### src/rtl/bst_pkg.sv
// Shared types and constants for the bright-spot tracker.
package bst_pkg;

  typedef enum logic [1:0] {IDLE, SCAN, COMMIT} bst_state_t;

  localparam int X_W   = 10;
  localparam int Y_W   = 9;
  localparam int PIX_W = 12;
  localparam int CNT_W = 19;

  localparam logic [X_W-1:0] CENTRE_X = 10'd320;
  localparam logic [Y_W-1:0] CENTRE_Y = 9'd240;

endpackage

### src/rtl/frame_max_accum.sv
// Running per-frame maximum (value and position) plus bright-pixel counter.
module frame_max_accum
  import bst_pkg::*;
#(
  parameter logic [PIX_W-1:0] THRESH = 12'd3500
) (
  input  logic             clk,
  input  logic             rst,
  input  logic             load,
  input  logic             accum,
  input  logic             clear,
  input  logic [PIX_W-1:0] pix,
  input  logic [X_W-1:0]   x,
  input  logic [Y_W-1:0]   y,
  output logic [PIX_W-1:0] max_val,
  output logic [X_W-1:0]   max_x,
  output logic [Y_W-1:0]   max_y,
  output logic [CNT_W-1:0] bright_cnt
);

  logic [PIX_W-1:0] max_val_q, max_val_d;
  logic [X_W-1:0]   max_x_q, max_x_d;
  logic [Y_W-1:0]   max_y_q, max_y_d;
  logic [CNT_W-1:0] cnt_q, cnt_d;
  logic             bright;

  assign bright = (pix >= THRESH);

  always_comb begin
    max_val_d = max_val_q;
    max_x_d   = max_x_q;
    max_y_d   = max_y_q;
    cnt_d     = cnt_q;
    if (clear) begin
      max_val_d = '0;
      max_x_d   = '0;
      max_y_d   = '0;
      cnt_d     = '0;
    end else if (load) begin
      max_val_d = pix;
      max_x_d   = x;
      max_y_d   = y;
      cnt_d     = CNT_W'(bright);
    end else if (accum) begin
      // Strictly greater only, so ties keep the earliest pixel in raster order.
      if (pix > max_val_q) begin
        max_val_d = pix;
        max_x_d   = x;
        max_y_d   = y;
      end
      cnt_d = cnt_q + CNT_W'(bright);
    end
  end

  always_ff @(posedge clk) begin
    if (rst) begin
      max_val_q <= '0;
      max_x_q   <= '0;
      max_y_q   <= '0;
      cnt_q     <= '0;
    end else begin
      max_val_q <= max_val_d;
      max_x_q   <= max_x_d;
      max_y_q   <= max_y_d;
      cnt_q     <= cnt_d;
    end
  end

  assign max_val    = max_val_q;
  assign max_x      = max_x_q;
  assign max_y      = max_y_q;
  assign bright_cnt = cnt_q;

endmodule

### src/rtl/bright_spot_tracker.sv
// Finds the brightest pixel of each frame and publishes its coordinates at frame end,
// with a found flag and a lock flag that survives up to LOST_LIMIT-1 missed frames.
module bright_spot_tracker
  import bst_pkg::*;
#(
  parameter logic [PIX_W-1:0] THRESH     = 12'd3500,
  parameter int               MIN_PIXELS = 4,
  parameter int               X_MAX      = 639,
  parameter int               Y_MAX      = 479,
  parameter int               LOST_LIMIT = 8
) (
  input  logic             iCLK,
  input  logic             iRST,
  input  logic [PIX_W-1:0] iGRAY,
  input  logic             iDVAL,
  input  logic [10:0]      iX_Cont,
  input  logic [10:0]      iY_Cont,
  output logic [X_W-1:0]   oSPOT_X,
  output logic [Y_W-1:0]   oSPOT_Y,
  output logic             oFOUND,
  output logic             oLOCK,
  output logic             oFRAME_DONE
);

  localparam int MISS_W = $clog2(LOST_LIMIT + 1);

  // Only the downsampled coordinate bits are kept; the rest are don't-care.
  logic unused_cont;
  assign unused_cont = ^{iX_Cont[0], iY_Cont[0], iY_Cont[10]};

  logic [X_W-1:0] pix_x_q, pix_x_d;
  logic [Y_W-1:0] pix_y_q, pix_y_d;
  logic           at_origin, at_end;

  bst_state_t state_q, state_d;
  logic       acc_load, acc_accum, acc_clear;

  logic [PIX_W-1:0] max_val;
  logic [X_W-1:0]   max_x;
  logic [Y_W-1:0]   max_y;
  logic [CNT_W-1:0] bright_cnt;
  logic             hit;

  logic [X_W-1:0]    spot_x_q, spot_x_d;
  logic [Y_W-1:0]    spot_y_q, spot_y_d;
  logic              found_q, found_d;
  logic              lock_q, lock_d;
  logic              done_q, done_d;
  logic [MISS_W-1:0] miss_q, miss_d;

  // Counters lead the grayscale data by one cycle, so delay them to line up.
  always_comb begin
    pix_x_d = iX_Cont[10:1];
    pix_y_d = iY_Cont[9:1];
  end

  always_ff @(posedge iCLK) begin
    pix_x_q <= pix_x_d;
    pix_y_q <= pix_y_d;
  end

  assign at_origin = (pix_x_q == '0) && (pix_y_q == '0);
  assign at_end    = (pix_x_q == X_W'(X_MAX)) && (pix_y_q == Y_W'(Y_MAX));

  always_comb begin
    state_d   = state_q;
    acc_load  = 1'b0;
    acc_accum = 1'b0;
    acc_clear = 1'b0;
    case (state_q)
      IDLE: begin
        if (iDVAL && at_origin) begin
          acc_load = 1'b1;
          state_d  = SCAN;
        end
      end
      SCAN: begin
        if (iDVAL) begin
          // A fresh origin mid-scan means the previous frame was truncated.
          if (at_origin) begin
            acc_load = 1'b1;
          end else begin
            acc_accum = 1'b1;
            if (at_end) state_d = COMMIT;
          end
        end
      end
      COMMIT: begin
        acc_clear = 1'b1;
        state_d   = IDLE;
      end
      default: state_d = IDLE;
    endcase
  end

  always_ff @(posedge iCLK) begin
    if (iRST) state_q <= IDLE;
    else      state_q <= state_d;
  end

  frame_max_accum #(
    .THRESH(THRESH)
  ) u_accum (
    .clk       (iCLK),
    .rst       (iRST),
    .load      (acc_load),
    .accum     (acc_accum),
    .clear     (acc_clear),
    .pix       (iGRAY),
    .x         (pix_x_q),
    .y         (pix_y_q),
    .max_val   (max_val),
    .max_x     (max_x),
    .max_y     (max_y),
    .bright_cnt(bright_cnt)
  );

  assign hit = (max_val >= THRESH) && (bright_cnt >= CNT_W'(MIN_PIXELS));

  always_comb begin
    spot_x_d = spot_x_q;
    spot_y_d = spot_y_q;
    found_d  = found_q;
    lock_d   = lock_q;
    miss_d   = miss_q;
    done_d   = 1'b0;
    if (state_q == COMMIT) begin
      done_d = 1'b1;
      if (hit) begin
        spot_x_d = max_x;
        spot_y_d = max_y;
        found_d  = 1'b1;
        miss_d   = '0;
        lock_d   = 1'b1;
      end else begin
        found_d = 1'b0;
        if (miss_q < MISS_W'(LOST_LIMIT)) miss_d = miss_q + MISS_W'(1);
        if (miss_d >= MISS_W'(LOST_LIMIT)) lock_d = 1'b0;
      end
    end
  end

  always_ff @(posedge iCLK) begin
    if (iRST) begin
      spot_x_q <= CENTRE_X;
      spot_y_q <= CENTRE_Y;
      found_q  <= 1'b0;
      lock_q   <= 1'b0;
      done_q   <= 1'b0;
      miss_q   <= MISS_W'(LOST_LIMIT);
    end else begin
      spot_x_q <= spot_x_d;
      spot_y_q <= spot_y_d;
      found_q  <= found_d;
      lock_q   <= lock_d;
      done_q   <= done_d;
      miss_q   <= miss_d;
    end
  end

  assign oSPOT_X     = spot_x_q;
  assign oSPOT_Y     = spot_y_q;
  assign oFOUND      = found_q;
  assign oLOCK       = lock_q;
  assign oFRAME_DONE = done_q;

endmodule

### config.mk
export PLATFORM = sky130hd
export DESIGN_NAME = bright_spot_tracker
export DESIGN_NICKNAME = d
export VERILOG_FILES = /design/src/rtl/bst_pkg.sv /design/src/rtl/frame_max_accum.sv /design/src/rtl/bright_spot_tracker.sv
export SDC_FILE = /design/constraint.sdc
export NUM_CORES = 1
export LEC_CHECK = 0
export CORE_MARGIN = 2
export CORE_UTILIZATION = 56
export DETAILED_ROUTE_END_ITERATION = 16
export DONT_BUFFER_PORTS = 1
export PLACE_DENSITY = 0.74
export SLEW_MARGIN = 20
export SYNTH_ARGS = -nofsm -noshare
export SYNTH_HDL_FRONTEND = slang
export SYNTH_SLANG_ARGS = --single-unit
### constraint.sdc
create_clock -name iCLK -period 2.3 [get_ports iCLK]
set_input_delay 0.69 -clock iCLK [delete_from_list [all_inputs] [get_ports iCLK]]
set_output_delay 0.69 -clock iCLK [all_outputs]
set_load 0.05 [all_outputs]
==> run metrics <==
DIE AREA=around 8000 um2; Power Dens Cells=~640 nW/um2; commonest cells in the synthesized netlist=97 x dfxtp_1, 74 x nand2_1, 46 x mux2i_1, 32 x nor2_1, 26 x inv_1; Reg clk slew, reported paths=around 100 ps; peak supply drop=0.521 mV; HPWL after DPL=approximately 5800 um; DR WL/cell=approximately 15 um; hold endpoint=pix_y_q[4]$_DFF_P_; Routed Antenna Nets=0; vias in the first global route=between 3k and 4k; n_diodes=0; CTS Buffer Depth=2; via/cell ratio=approximately 5.7; CP Capture Type=register; crit path kind=in -> reg; GPL Wtd Cong=about 0.8; post-layout util=0.625; hold path start=iY_Cont[5]; Post-CTS Setup Bufs=0; sum of buffers and inverters on the critical path=1; register area=1940 um2; most common cell in the netlist=dfxtp_1; Core Region=7210 um2; Initial Util=0.577; DP Area=4310 um2; Yosys top cell by area=dfxtp_1; syn avg cell area=approximately 9.3 um2; final wirelength=approximately 8100 um; PortBufs=0; number of gates resized after cts=0; pin count of the biggest net entering global routing=39; Post-synth EDFFs=0; IO Pins=59; Hold Path Depth=0; Die Wd=roughly 90 um; crit-path cells=a21o_1 -> a21oi_1 -> nor2_1 -> o211a_1 -> ha_1 -> ha_1 -> o211ai_2 -> buf_12 -> or4_1 -> a21oi_1; RR Endpoint=u_accum.max_x[6]$_SDFFE_PP0P_; Critical Path Fanout Max=11; synth warn=0; share of cells above drive strength 1=0.0925; residual DRC count=0; CTS H-tree depth=3; Worst path top cell family by delay=compound AO/OA/AOI/OAI gates; register area share after synthesis=0.467; relative slew slack=0.639; fillcell total=roughly 640; Max-Cap Viols=0; syn_nets=500; Setup violations, final=0; first-iteration detailed-routing DRC count=between 100 and 150; Reg2Reg Depth=8; Root Driver=clkbuf_8; Main synth FF type=dfxtp_1; Critical Path Start Type=primary input; Worst-Skew Late Latency=roughly 370 ps; leakage power=a little under 2 nW; Final Hold Vio Count=0; worst r2r src=u_accum.max_val[6]$_SDFFE_PP0P_; RSZ-0062 raised after global routing=no; area of the multi-input gates=2020 um2; Hold Slack=336 ps; Cell Area, Synth=4160 um2; initial antenna violation count=0; Worst path slowest cell=or4_1; CTS tree=done; Area growth, synth to finish=8.39%; Fin Clk Skew=about 11 ps; status=complete, no violations; final cycle utilization of the critical path=0.915; Post-Synthesis Cells=approximately 450; total power=around 2.9 mW; Synth area leaders=dfxtp_1 47%, mux2i_1 11%, nand2_1 6.7%; top cell type's share of synthesized area=0.467; delay of the slowest critical-path stage=390 ps; fmax=approximately 480 MHz; First-pass DRT Iterations=5; std cell rows=31; fin area=4510 um2; Clock Sinks=97; ys async rst share=0; Worst Max-Slew Pin Slew=roughly 540 ps; WP data arrival=around 2400 ps; via count=approximately 3.2k; nets=roughly 500; Global Route Usage Sum=0.208; Post-CTS Hold Buffers=0; Yosys cell types=51; Final min period=approximately 2100 ps; Critical Path RT=2590 ps; Die Span Y=~90 um; Pins Over Slew Limit=0; worst hold path class=in -> reg; R2R setup slack=about 250 ps; first-pass GRT wire length=around 14000 um; register bit count reported by yosys=97; GRT overflow=0; Num CTS Buffers=9
sequential cells by signal, summed over array words and instances (netlist names):
| name | cells |
|---|---|
| u_accum.max_val | 12 |
| oSPOT_X | 10 |
| pix_y_q | 9 |
| oFOUND | 1 |
| u_accum.max_x | 10 |
| oFRAME_DONE | 1 |
| u_accum.max_y | 9 |
| u_accum.bright_cnt | 19 |
| oLOCK | 1 |
| state_q | 2 |
| pix_x_q | 10 |
| oSPOT_Y | 9 |
| miss_q | 4 |
per-stage QoR:
stage                     instances  worst slack, ps  TNS (ps)
final                           553              197         0
after global routing            553             99.9         0
after global placement          537             -113      -599
after floorplan                 448             49.6         0
after CTS                       553              241         0
after detailed placement        537             -142      -957
cells by family after synthesis:
kind of cell	share of synthesized area
fa+ha+maj	0.0451
buf+inv	0.0502
flops	0.467
simple gates	0.201
mux	0.111
compound gates	0.122
xor+xnor	0.00421
how the worst max path moves through the flow:
stage / end / start / cells past startpoint / slack [ps]
floorplan: u_accum.bright_cnt[16]$_SDFFE_PP0P_ / iGRAY[3] / 9 / 50
global placement: u_accum.bright_cnt[2]$_SDFFE_PP0P_ / iGRAY[3] / 11 / -110
detailed placement: u_accum.bright_cnt[16]$_SDFFE_PP0P_ / iGRAY[3] / 9 / -140
CTS: u_accum.bright_cnt[14]$_SDFFE_PP0P_ / iGRAY[3] / 10 / 240
global route: u_accum.bright_cnt[14]$_SDFFE_PP0P_ / iGRAY[3] / 10 / 100
finish: u_accum.bright_cnt[14]$_SDFFE_PP0P_ / iGRAY[3] / 10 / 200
layer usage:
| metal | GRT usage | routed length, um | vias up |
|---|---|---|---|
| li1 | - | - | 1584 |
| met1 | 0.262 | 3780 | 1509 |
| met2 | 0.343 | 3890 | 65 |
| met3 | 0.0637 | 387 | 8 |
| met4 | 0.0667 | 89 | 0 |
| met5 | 0 | 0 | - |
report_power, final:
| group | internal [mW] | switching (mW) |
|---|---|---|
| sequential | 1.70 | 0.0179 |
| clock | 0.424 | 0.643 |
| combinational | 0.0311 | 0.0507 |
| total | 2.15 | 0.712 |
cell type report:
class	count	area share
Clock buffer	9	0.0275
Clock inverter	7	0.0161
Inverter	26	0.0216
Multi-Input combinational cell	305	0.449
Sequential cell	97	0.431
Tap cell	99	0.0275
Timing Repair Buffer	10	0.0277
cell usage in the layout, fill, tap and decap left out, types with 10 or more instances in the layout:
master and instances:
inv_1 26, or3_1 10, nand2_1 74, o21ai_0 16
a21oi_1 21, nand4_1 12, ha_1 15, mux2i_1 46
dfxtp_1 97, nor2_1 31
Power figures use the tool's default switching activity.
==> edit 1, RTL diff (same settings) <==
The package constant `PIX_W` goes from 12 to 14.
--- a/src/rtl/bst_pkg.sv
+++ b/src/rtl/bst_pkg.sv
@@ -6,5 +6,5 @@
   localparam int X_W   = 10;
   localparam int Y_W   = 9;
-  localparam int PIX_W = 12;
+  localparam int PIX_W = 14;
   localparam int CNT_W = 19;
 
Interface: changed (resized iGRAY); port bits go from 59 to 61. No check against the original RTL was run, so the function may have changed too.
==> edit 1 against the unedited design <==
  * Area after synthesis is 4.4% lower
  * Count of clock-buffer cells in the layout unchanged
  * Wire length grew 1.4%
  * Sequential cell count grew 2
  * Setup slack worse by 130 ps
  * Maximum frequency shrank 5.8%
  * Power increased by 1.2%
  * Die area is 4.2% lower
  * Clock skew fell by 1.5 ps
  * Final area increased by 0.92%
  * Largest power group unchanged
  * Highest routed layer unchanged
==> edit 1: results (changes against the unedited design) <==
synth_nets: 459  # -8.2%
worst-r2r-cell-count: 9  # +1
yosysWarningCount: 0  # unchanged
routed_via_density: 5.81  # +1.6%
drt_iter0_markers: 178  # +51%
clkLatencyLatePin_ps: 370  # about the same
grt_usage: 0.218  # +0.00959
grt_pass1_wl_um: 13300  # -4.2%
fin_nets: 477  # -4.8%
crit_slowest_cell: "dfxtp_1"
h-tree-depth: 3  # unchanged
largest_reg_flops: 19  # unchanged
fin_worst_skew_ps: 9.70  # -1.48 ps
yosysSeqAreaShare: 0.498  # +0.0313
drive_gt1_frac: 0.153  # +0.0601
port_buffers: 0  # unchanged
p_leak_nw: 1.78  # -8.1%
first_pass_iters: 4  # -1
grt_antenna_before_repair: 0  # unchanged
cts_root_buf: "clkbuf_8"
path_max_fanout: 9  # -2
cts_max_path_buffers: 2  # unchanged
whs_path_depth: 0  # unchanged
fp.dieW_um: 88.3  # -2.1%
gp_congestion: 0.868  # +7.4%
vdd_ir_drop_max_mv: 0.564  # +8.4%
numCtsBuffers: 9  # unchanged
synth_cell_types: 50  # -2.0%
pre_cts_slack_ps: -248  # -106 ps
grt_max_degree: 34  # -13%
ys_top_cells_by_count: "99 x dfxtp_1, 45 x nor2_1, 31 x a22o_1, 21 x inv_1"
netlist_top_cells_area: "dfxtp_1 50%, a22o_1 6.8%, ha_1 5.3%, nor2_1 4.2%, mux2i_1 3.8%"
routed_wl_um: 8260  # +1.4%
async_reset_ff_frac: 0  # unchanged
crit_arrival_ps: 2490  # +90 ps
max_slew_margin: 0.602  # -0.0374
place_hpwl_um: 5730  # -1.5%
worstHoldPathType: "in2reg"
status: "completed"
grt_pass1_vias: 2878  # -5.8%
## edit 1: worst paths after layout
path | to | start | slack, ps
setup / recovery | u_accum.max_x[9] | u_accum.max_val[9] | 70
hold / removal | pix_y_q[2] | iY_Cont[3] | 340
setup reg to reg | u_accum.max_x[9] | u_accum.max_val[9] | 70
hold reg to reg | miss_q[1] | miss_q[1] | 480
## edit 1: area by class of cell
cell class | count | area [µm²]
Clock inverter | 7 | 65.1
Timing Repair Buffer | 23 | 256
Clock buffer | 9 | 124
Inverter | 21 | 78.8
Multi-Input combinational cell | 267 | 1910
Tap cell | 96 | 120
Fill cell | 553 | 2280
Sequential cell | 99 | 1990
## edit 1: what timing repair did
action | in CTS | in global routing
endpoints found under the setup margin | 12 | 32
gates resized for setup | 1 | 18
setup buffers | 0 | 2
endpoints found under the hold margin | 0 | 0
pin swaps | 0 | 6
gates cloned | 0 | 3
## edit 1: worst max-delay path: cells and delay by family (launching register included)
kind | cells | cell delay, ps
AOI/OAI and AO/OA | 4 | 960
buffers and inverters | 4 | 520
DFF | 1 | 380
adders and majority gates | 1 | 290
## edit 1: logic make-up after synthesis
logic type               Yosys count  share of synthesized area
adder cells (fa/ha/maj)           17                     0.0535
AND/OR/NAND/NOR                  135                      0.170
flip-flops                        99                      0.498
XOR/XNOR                          13                     0.0286
AO/OA/AOI/OAI                     87                      0.162
buffers and inverters             37                     0.0497
multiplexers                      15                     0.0377
## edit 1: stage by stage
step	util	instance area (µm²)	std cells
2_1_floorplan	-	4040	403
3_3_place_gp	0.619	4230	501
3_5_place_dp	0.619	4230	501
4_1_cts	0.648	4420	517
5_1_grt	0.666	4550	522
6_report	0.666	4550	522
## edit 1: power by group
group / leakage, nW / internal (mW) / switching, mW
logic: 0.870 / 0.0394 / 0.0503
registers: 0.809 / 1.73 / 0.0136
clock network: 0.0999 / 0.424 / 0.641
## edit 1: routing by layer
metal,part of all wire,track usage,vias to the layer above
met5,0,0,-
met4,0.020,0.0826,0
met3,0.059,0.0634,16
met2,0.48,0.360,92
met1,0.44,0.271,1416
li1,-,-,1511
==> edit 2, RTL diff (config.mk and constraints unchanged) <==
Without the edit above. Put one more register stage on the output `oSPOT_Y`, without a reset. The value now appears one clock later. The other outputs are not delayed to match.
--- a/src/rtl/bright_spot_tracker.sv
+++ b/src/rtl/bright_spot_tracker.sv
@@ -160,5 +160,7 @@
 
   assign oSPOT_X     = spot_x_q;
-  assign oSPOT_Y     = spot_y_q;
+  always_ff @(posedge iCLK) begin
+    oSPOT_Y <= spot_y_q;
+  end
   assign oFOUND      = found_q;
   assign oLOCK       = lock_q;
Formal check against the unedited RTL: not equivalent (Yosys sat finds a counterexample within 4 cycles, from zero or initial values and one cycle with iRST high).
==> edit 2 against the unedited design <==
  * Final area rose by 5.6%
  * Sequential share of layout area rose by 1.5 points
  * Non-clock buffer count rose by 2
  * Area after synthesis up 7.6%
  * Cell count is 4.2% higher
  * Worst hold slack improved by 6.3 ps
  * Combinational power up 12%
  * Sequential cell count increased by 9
  * Synthesized cell count is 5.6% higher
  * Wire length up 5.9%
  * Power is 6.3% higher
  * Setup slack worse by 37 ps
  * Maximum frequency decreased by 1.7%
==> edit 2: results (changes against the unedited design) <==
fin_nets: 521  # +4.0%
fin_cells: 576  # +4.2%
swShare: 0.242  # -0.00636
gr-usage-met2: 0.359  # +0.0158
path_max_fanout: 9  # -2
critPathCapture: "u_accum.bright_cnt[16]"
fillers: 666  # +3.6%
gp_congestion: 0.818  # +1.1%
via_count: 3281  # +3.6%
dpl_cell_area_um2: 4560  # +5.8%
use_met3: 0.0620  # -0.00166
fin_worst_skew_ps: 12.2  # +1.05 ps
routedWlPerCell_um: 15.0  # +1.7%
drive_gt1_frac: 0.101  # +0.00875
grt_max_degree: 37  # -5.1%
yosysWarningCount: 0  # unchanged
dp.cells: 560  # +4.3%
netlist_top_cells_area: "dfxtp_1 47%, mux2i_1 8.3%, nand2_1 6.7%, ha_1 4.2%, nor2_1 2.9%"
async_reset_ff_frac: 0  # unchanged
grt_pass1_wl_um: 14600  # +5.4%
grt_usage: 0.209  # +0.000971
crit_slowest_cell: "or3_1"
crit_arrival_ps: 2440  # +40 ps
drt_iter0_markers: 97  # -18%
crit-reg2reg-launch: "u_accum.max_val[10]"
grt_pass1_vias: 3143  # +2.9%
critical-path-top-delay-family: "simple AND/OR/NAND/NOR gates"
vdd_ir_drop_max_mv: 0.344  # -34%
first_pass_iters: 4  # -1
ys_top_cells_by_count: "106 x dfxtp_1, 80 x nand2_1, 37 x mux2i_1, 34 x nor2_1, 24 x a21oi_1"
syn_avg_cell_area_um2: 9.46  # +1.9%
status: "completed"
met1_usage: 0.258  # -0.00403
yosysSeqAreaShare: 0.474  # +0.00737
grt_antenna_before_repair: 0  # unchanged
synth_nets: 525  # +5.0%
place_hpwl_um: 6250  # +7.5%
p_leak_nw: 1.69  # -13%
largest_reg_flops: 19  # unchanged
rrSetupSlack_ps: 170  # -80 ps
regArea_um2: 2120  # +9.4%
synth_cell_types: 57  # +12%
slowest_delay_ps: 370  # -20 ps
h-tree-depth: 3  # unchanged
max_slew_margin: 0.531  # -0.109
==> edit 2: cell count changes after synthesis, moves of 9 or more <==
cell and delta:
xor2_1 +12, o31ai_1 +10, dfxtp_1 +9, mux2i_1 -9, inv_1 -14, o21ai_0 -9
==> edit 2: cell type report <==
class,instances,share of cell area
clock inverter,7,0.0129
sequential,106,0.446
inverter,12,0.00946
clock buffer,9,0.0260
tap,102,0.0268
timing repair buffer,12,0.0215
multi-input combinational,328,0.457
==> edit 2: layer usage <==
| layer | share of wire | wire [µm] |
|---|---|---|
| met3 | 0.045 | 387 |
| met2 | 0.50 | 4290 |
| met4 | 0.0094 | 81 |
| met1 | 0.45 | 3870 |
| met5 | 0 | 0 |
==> edit 2: worst register-to-register path, cell delays in order, from the launching register on <==
cell	delay, ps
dfxtp_2	370
inv_1	50
ha_1	290
nand3_1	110
or4_1	560
a22oi_2	200
a311oi_4	90
buf_12	210
mux2i_1	130
==> edit 2: worst min-delay path by stage <==
stage / from / end / cells past startpoint
floorplan: spot_y_q[0] / oSPOT_Y[0] / 0
global placement: spot_y_q[4] / oSPOT_Y[4] / 0
detailed placement: spot_y_q[4] / oSPOT_Y[4] / 0
CTS: iY_Cont[6] / pix_y_q[5] / 0
global route: iX_Cont[9] / pix_x_q[8] / 0
finish: iX_Cont[9] / pix_x_q[8] / 0
==> edit 2: power groups by stage <==
stage,registers (mW),clock network (mW),logic [mW]
3_3_place_gp,1.92,0,0.0880
6_report,1.88,1.08,0.0920
2_1_floorplan,1.91,0,0.0801
4_1_cts,1.88,1.11,0.0919
3_5_place_dp,1.92,0,0.0916
5_1_grt,1.88,1.20,0.106
==> edit 2: through the flow <==
| step | worst slack (ps) | hold WS [ps] | setup TNS [ps] |
|---|---|---|---|
| 2_1_floorplan | 18.1 | 331 | 0 |
| 3_5_place_dp | -258 | 337 | -4460 |
| 3_3_place_gp | -195 | 339 | -3110 |
| 6_report | 160 | 342 | 0 |
| 4_1_cts | 119 | 330 | 0 |
| 5_1_grt | 39.1 | 314 | 0 |
==> edit 2: logic make-up after synthesis <==
group | synth area share
AO/OA/AOI/OAI | 0.130
XOR/XNOR | 0.0294
adder cells (fa/ha/maj) | 0.0419
buffers and inverters | 0.0436
flip-flops | 0.474
multiplexers | 0.0828
AND/OR/NAND/NOR | 0.198
